--- src/rtl/serial_word_tx_pkg.sv ---
// serial_word_tx_pkg
//   Shared definitions for the serial word transmitter and its matching
//   receiver: FSM state encoding (3-bit), the idle line level, and a helper
//   for sizing counters.
package serial_word_tx_pkg;

  typedef enum logic [2:0] {
    ST_IDLE   = 3'd0,
    ST_START  = 3'd1,
    ST_DATA   = 3'd2,
    ST_PARITY = 3'd3,
    ST_STOP   = 3'd4
  } state_t;

  localparam logic IDLE_LEVEL = 1'b1;

  // Width needed to count 0..n-1, never less than one bit.
  function automatic int unsigned cnt_width(input int unsigned n);
    return (n > 1) ? $clog2(n) : 1;
  endfunction

endpackage

--- src/rtl/serial_word_tx_bit_period_counter.sv ---
// bit_period_counter
//   Free-running 0..DIV-1 counter that marks the last cycle of each serial
//   bit period. Restart forces the count back to 0 so a new frame's first
//   bit period is aligned to the accept edge.
//
//   clk      in   clock
//   clr      in   asynchronous active-low reset
//   restart  in   force count to 0 on this edge
//   tick     out  high during the last cycle (count == DIV-1) of a bit period
module bit_period_counter
  import serial_word_tx_pkg::*;
#(
  parameter int DIV = 16
) (
  input  logic clk,
  input  logic clr,
  input  logic restart,
  output logic tick
);

  localparam int CW = cnt_width(DIV);
  localparam logic [CW-1:0] LAST = CW'(DIV - 1);

  logic [CW-1:0] cnt_q, cnt_d;

  always_comb begin
    cnt_d = cnt_q + 1'b1;
    if (restart || (cnt_q == LAST)) begin
      cnt_d = '0;
    end
  end

  always_ff @(posedge clk or negedge clr) begin
    if (!clr) begin
      cnt_q <= '0;
    end else begin
      cnt_q <= cnt_d;
    end
  end

  // With DIV=1 the count is stuck at 0 and tick is permanently high.
  assign tick = (cnt_q == LAST);

endmodule

--- src/rtl/serial_word_tx.sv ---
// serial_word_tx
//   Parallel-to-serial frame transmitter. Accepts an N-bit word over a
//   valid/ready handshake and sends start bit, N data bits, optional even
//   parity bit and stop bit, each held for DIV clocks.
//
//   clk       in   clock
//   clr       in   asynchronous active-low reset
//   data_in   in   word to send, sampled on the accept edge only
//   in_valid  in   producer has a word
//   in_ready  out  high only in IDLE
//   tx        out  serial line, idle high
//   busy      out  frame in progress
//   done      out  one-cycle pulse after a stop bit completes
//
//   state  | meaning
//   -------+-------------------------------------------------
//   IDLE   | line high, ready for a word (also the done cycle)
//   START  | start bit (line low)
//   DATA   | shifting out data bits, LSB of shift reg on line
//   PARITY | even parity of the captured word
//   STOP   | stop bit (line high); last tick returns to IDLE
module serial_word_tx
  import serial_word_tx_pkg::*;
#(
  parameter int N         = 8,
  parameter int DIV       = 16,
  parameter int MSB_FIRST = 0,
  parameter int PARITY_EN = 0
) (
  input  logic         clk,
  input  logic         clr,
  input  logic [N-1:0] data_in,
  input  logic         in_valid,
  output logic         in_ready,
  output logic         tx,
  output logic         busy,
  output logic         done
);

  localparam int BW = cnt_width(N);
  localparam logic [BW-1:0] LAST_BIT = BW'(N - 1);

  state_t        state_q, state_d;
  logic [N-1:0]  shift_q, shift_d;
  logic [BW-1:0] bit_cnt_q, bit_cnt_d;
  logic          parity_q, parity_d;
  logic          done_q, done_d;
  logic          accept;
  logic          tick;
  logic [N-1:0]  load_word;

  assign accept = in_valid && (state_q == ST_IDLE);

  bit_period_counter #(.DIV(DIV)) u_bit_period_counter (
    .clk     (clk),
    .clr     (clr),
    .restart (accept),
    .tick    (tick)
  );

  // MSB-first is handled by loading the word bit-reversed, so the shift
  // path is always load / shift-right with bit 0 on the line.
  always_comb begin
    load_word = data_in;
    if (MSB_FIRST != 0) begin
      for (int i = 0; i < N; i++) begin
        load_word[i] = data_in[N-1-i];
      end
    end
  end

  always_comb begin
    state_d   = state_q;
    shift_d   = shift_q;
    bit_cnt_d = bit_cnt_q;
    parity_d  = parity_q;
    done_d    = 1'b0;
    unique case (state_q)
      ST_IDLE: begin
        if (accept) begin
          state_d   = ST_START;
          shift_d   = load_word;
          bit_cnt_d = '0;
          parity_d  = ^data_in;
        end
      end
      ST_START: begin
        if (tick) state_d = ST_DATA;
      end
      ST_DATA: begin
        if (tick) begin
          shift_d = shift_q >> 1;
          if (bit_cnt_q == LAST_BIT) begin
            state_d = (PARITY_EN != 0) ? ST_PARITY : ST_STOP;
          end else begin
            bit_cnt_d = bit_cnt_q + 1'b1;
          end
        end
      end
      ST_PARITY: begin
        if (tick) state_d = ST_STOP;
      end
      ST_STOP: begin
        if (tick) begin
          state_d = ST_IDLE;
          done_d  = 1'b1;
        end
      end
      default: state_d = ST_IDLE;
    endcase
  end

  always_ff @(posedge clk or negedge clr) begin
    if (!clr) begin
      state_q   <= ST_IDLE;
      shift_q   <= '0;
      bit_cnt_q <= '0;
      parity_q  <= 1'b0;
      done_q    <= 1'b0;
    end else begin
      state_q   <= state_d;
      shift_q   <= shift_d;
      bit_cnt_q <= bit_cnt_d;
      parity_q  <= parity_d;
      done_q    <= done_d;
    end
  end

  // Line level decoded from registered state only, so an async reset
  // returns it high immediately.
  always_comb begin
    tx = IDLE_LEVEL;
    case (state_q)
      ST_START:  tx = ~IDLE_LEVEL;
      ST_DATA:   tx = shift_q[0];
      ST_PARITY: tx = parity_q;
      default:   tx = IDLE_LEVEL;
    endcase
  end

  assign in_ready = (state_q == ST_IDLE);
  assign busy     = (state_q != ST_IDLE);
  assign done     = done_q;

endmodule
--- config.mk ---
export PLATFORM = sky130hd
export DESIGN_NAME = serial_word_tx
export DESIGN_NICKNAME = d
export VERILOG_FILES = /design/src/rtl/serial_word_tx_pkg.sv /design/src/rtl/serial_word_tx_bit_period_counter.sv /design/src/rtl/serial_word_tx.sv
export SDC_FILE = /design/constraint.sdc
export NUM_CORES = 1
export LEC_CHECK = 0
export ABC_AREA = 1
export CAP_MARGIN = 30
export CORE_AREA = 2 2 55 57
export CTS_CLUSTER_DIAMETER = 120
export DETAILED_ROUTE_END_ITERATION = 16
export DIE_AREA = 0 0 57 59
export GPL_ROUTABILITY_DRIVEN = 0
export PLACE_DENSITY = 0.6
export SYNTH_ARGS = -nofsm -noshare
export SYNTH_HDL_FRONTEND = slang
export SYNTH_SLANG_ARGS = --single-unit
--- constraint.sdc ---
create_clock -name clk -period 1.8 [get_ports clk]
set_input_delay 0.54 -clock clk [delete_from_list [all_inputs] [get_ports clk]]
set_output_delay 0.54 -clock clk [all_outputs]
set_load 0.005 [all_outputs]
After elaboration in Yosys (flattened, before gate mapping) --
Cells that the tools add are included.
Word-level totals: bits in registers 20, bits in latches 0, bits in writable memories 0, ROM bits 0, bits of input ports 11, output and inout port bits 4, logic and storage cells 49, memories 0
Cells by class: $add $sub $neg 2, multipliers 0, div/mod/pow operators 0, order comparisons 0, equal/unequal tests 13, shift-type cells 0, mux-type cells 18, bitwise logic cells 0, reductions and logical operators 10
Operator list (count):
- $mux 3 | 9
- $mux 8 | 2
- $pmux 8 s2 | 1
- $pmux 3 s5 | 1
- $ne 2x2->1 const B | 6
- $reduce_xor 8->1 | 1
- $eq 3x2->1 const B | 2
- $eq 3x3->1 const B | 2
- $pmux 3 s2 | 1
- $reduce_and 6->1 | 1
- $add 4x1->4 const B | 1
- $eq 4x4->1 const B | 1
- $mux 4 | 1
- $reduce_and 4->1 | 1
- $add 3x1->3 const B | 1
- $eq 3x1->1 const B | 1
- $logic_not 3->1 | 1
- $pmux 1 s3 | 1
- $reduce_and 3->1 | 1
- $reduce_bool 3->1 | 1
- $mux 1 | 2
- $ne 2x1->1 const B | 1
- $reduce_and 2->1 | 1
- $reduce_bool 2->1 | 1
- 2 further kinds | 2

Logic depth before layout (Yosys ltp) --
word-level depth 4, gate-level depth with buffers 9, gate-level depth less buffers 9

By module --
From an unflattened synthesis, not the netlist that was laid out.
Second synthesis, totals: cell total of the unflattened synthesis 163, area total of the unflattened synthesis 1206.2 µm²
By module, submodules not included:
- serial_word_tx | instances 1, cells each 144, area an instance 1013.5 µm², sequential area each 400.4 µm²
- bit_period_counter | instances 1, cells each 19, area an instance 192.7 µm², sequential area each 100.1 µm²

Least setup slack after synthesis --
Ideal clock, no wire load.
kind register to output, from register state_q[0], to output busy, data arrival time 764 ps, required time 1260 ps, path slack 496 ps, cell stages (with the launch flop) 5, buffers on the path 0, cells stage by stage dfrtp_1 > inv_2 > nand2_4 > nor2_4 > inv_1
On the way: cells in the longest elaborated chain, start to end 1
Ends and longest elaborated chain:
- start: declaration | RTL line serial_word_tx.sv:43 | state_t state_q, state_d;
- start signal: assignment | RTL line serial_word_tx.sv:121 | state_q <= state_d;
- $reduce_bool 3->1 | RTL line serial_word_tx.sv:142 | assign busy = (state_q != ST_IDLE);
- end: declaration | RTL line serial_word_tx.sv:36 | output logic busy,
No other way between the ends.

Worst setup path in the final report --
from register state_q[1], to output tx
On the way: cells in the longest elaborated chain, start to end 2, elaborated cells between the ends (all ways) 4, classes of those cells eq/ne (3); mux (1)
Ends and longest elaborated chain:
- $eq 3x2->1 / $eq 3x1->1 (equally long branches) | RTL line serial_word_tx.sv:133 | case (state_q)
- $pmux 1 s3 * | RTL line serial_word_tx.sv:133
- end: declaration | RTL line serial_word_tx.sv:35 | output logic tx,
Mark *: on every way between the ends. The rest lies on a longest branch, timed or not.

==> results.txt <==
status = complete, no violations
Starting Density = 0.4363
Port Buffers = 14
Layout Nets = 203
GR Overflow Total = 0
Util after Layout = 0.5503
min Tclk post-route = 1.745 ns
worst flop-to-flop path endpoint = state_q[1]$_DFFE_PN0P_
Die H = 59 microns
vias after detailed routing = 1038
CTS buffer count = 3
Hold Path Sink = bit_cnt_q[0]$_DFFE_PN0P_
path depth of the worst reg2reg path = 9
gr usage total = 0.1675
slowest cell on the critical path = dfrtp_1
Syn Nets = 174
hold path depth = 1
Seq cells post-synth = 20
H-tree Lvls = 1
crit-path max cell delay = 0.43 ns
critical path, cell by cell = buf_6 -> nor2_4 -> nor2_2 -> o21ai_1 -> buf_2
Mapped Area = 0.001182 sq mm
vias per cell = 4.740
Crit path max-delay family = flip-flops
# DRC = 0
Post-Synthesis Cells = 160
commonest non-fill, non-tap cell in the layout = nand2_1
layout cell share with drive strength beyond 1 = 0.1702
Synth cell types = 19
post-DR wirelength/cell = 11.09 microns
die area = 0.003363 sq mm
R2R setup slack = 0.12 ns
vias in the first global route = 1119
Root Buffer = clkbuf_4
Max-cap violations = 0
CTS clock-pin slew for the worst setup and hold paths = 0.12 ns
FF-to-FF Start = state_q[1]$_DFFE_PN0P_
clk buf depth = 2
critical path capture point type = primary output
pin count of the biggest net entering global routing = 21
post-synthesis sequential area ratio = 0.4233
Req. time, crit path = 1.26 ns
Worst-Margin Slew = 0.3812 ns
std cell rows = 19
LEAKAGE = 0.8195 nW
Initial DRC Count = 30
Data arrival, critical path = 1.20 ns
Worst Setup Path Type = reg -> out
Syn. warnings = 0
# IOs = 15
Worst Skew = 0.01646 ns
final WL = 2429 microns
crit-path max FO = 3
first-pass detailed-route iteration total = 4
first-pass GRT wire length = 4422 microns
CTS tree = yes
FMAX = 573.1 MHz
Detail Route Antenna Nets = 0
# diodes = 0
commonest non-fill, non-tap cells in the layout = nand2_1, inv_1, dfrtp_1
Slew HR = 0.7452
final worst-path cycle share = 0.9694
Fill cells = 256
initial antenna violation count = 0
crit path buf inv count = 2
unrepaired setup endpoints after global routing = true
minimum hold slack = 0.4878 ns
syn_area_per_cell = 7.390 sq um
Slew Viols, Final = 0
clock sinks = 20
Syn-to-layout area delta = 26.14%
# setup viols final = 0
die width = 57 microns
DP HPWL = 1713 microns
setup_tns = 0 ns
final hold vios = 0
startpoint types = register
VDD IR max = 0.9155 mV
PD cells = 1406 mW/mm^2
worst hold path type = reg -> reg
min-delay src = bit_cnt_q[0]$_DFFE_PN0P_
Worst-Skew Late Latency = 0.31 ns
Core ar. = 0.002710 sq mm
metal layers:
| layer | part of all wire | track usage | vias up | wire length, microns |
|---|---|---|---|---|
| met2 | 0.51 | 0.3235 | 16 | 1229 |
| met5 | 0 | 0 | - | 0 |
| li1 | - | - | 549 | - |
| met4 | 0.011 | 0.08970 | 0 | 27 |
| met3 | 0.029 | 0.01965 | 2 | 71 |
| met1 | 0.45 | 0.1769 | 471 | 1100 |
cell usage after synthesis:
| cell | n | area (sq um) |
|---|---|---|
| nand2_1 | 55 | 206.5 |
| nor2_4 | 2 | 22.52 |
| nand3_1 | 7 | 35.03 |
| inv_1 | 23 | 86.33 |
| xnor2_1 | 2 | 17.52 |
| nand4_1 | 2 | 12.51 |
| dfrtp_1 | 20 | 500.5 |
| a21oi_1 | 1 | 5.000 |
| o21ai_0 | 17 | 85.08 |
| nand2_4 | 3 | 33.78 |
| buf_6 | 2 | 22.52 |
| ha_1 | 3 | 37.54 |
| nand2_2 | 2 | 12.51 |
| nor2_1 | 13 | 48.80 |
| xor2_1 | 2 | 17.52 |
| inv_2 | 2 | 7.510 |
| nor3_1 | 2 | 10.01 |
| o21ai_4 | 1 | 16.27 |
| o21ai_1 | 1 | 5.000 |
registers in the layout (all words and copies together), names as in the netlist:
name	count
state_q	3
done	1
u_bit_period_counter.cnt_q	4
shift_q	8
parity_q	1
bit_cnt_q	3
final cells by class:
type / instances / area (sq um) / share of cell area
clock buffers: 3 / 22.52 / 0.01510
well taps: 31 / 38.79 / 0.02601
multi-input cells: 113 / 579.3 / 0.3884
clock inverters: 1 / 30.03 / 0.02013
inverters: 25 / 93.84 / 0.06292
repair buffers: 26 / 226.5 / 0.1518
flip-flops and latches: 20 / 500.5 / 0.3356
worst max path at each step:
stage | start | end | slack (ns) | depth (start not counted)
5_1_grt | state_q[1]$_DFFE_PN0P_ | tx | -0.04 | 5
3_3_place_gp | state_q[1]$_DFFE_PN0P_ | in_ready | 0.04 | 4
6_report | state_q[1]$_DFFE_PN0P_ | tx | 0.06 | 5
3_5_place_dp | state_q[1]$_DFFE_PN0P_ | in_ready | 0.01 | 4
2_1_floorplan | state_q[0]$_DFFE_PN0P_ | busy | 0.50 | 4
4_1_cts | state_q[1]$_DFFE_PN0P_ | busy | 0.03 | 5
cell families (layout without fill, tap and decap cells):
| logic type | Yosys count | after routing | share of synthesized area |
|---|---|---|---|
| and+or+nand+nor | 86 | 86 | 0.3227 |
| xor gates and xnor gates | 4 | 4 | 0.02964 |
| DFF | 20 | 20 | 0.4233 |
| AOI/OAI and AO/OA | 20 | 20 | 0.09417 |
| buffers and inverters | 27 | 55 | 0.09841 |
| adders and majority gates | 3 | 3 | 0.03175 |
what timing repair did:
action                                  in CTS  in global routing
pin swaps                                    2                  4
hold buffers                                 0                  0
endpoints found under the setup margin       3                  3
gates resized for setup                     14                  6
buffers inserted                             7                  2
power by group:
group	internal [W]	total, W	switching [W]	leakage, nW
Sequential	0.000612	0.000703	0.0000904	0.255
Clock	0.000225	0.000365	0.000140	0.0279
Combinational	0.000453	0.00103	0.000576	0.537
per-stage QoR:
stage	total power, W	worst slack (ns)	instances	cell area [sq um]
2_1_floorplan	0.001308	0.4961	160	1182
6_report	0.002097	0.05505	219	1491
3_3_place_gp	0.001532	0.04445	206	1361
4_1_cts	0.002044	0.02728	217	1468
5_1_grt	0.002307	-0.04097	219	1491
3_5_place_dp	0.001568	0.01059	206	1361
No activity file was read; power rests on OpenSTA's default activity.
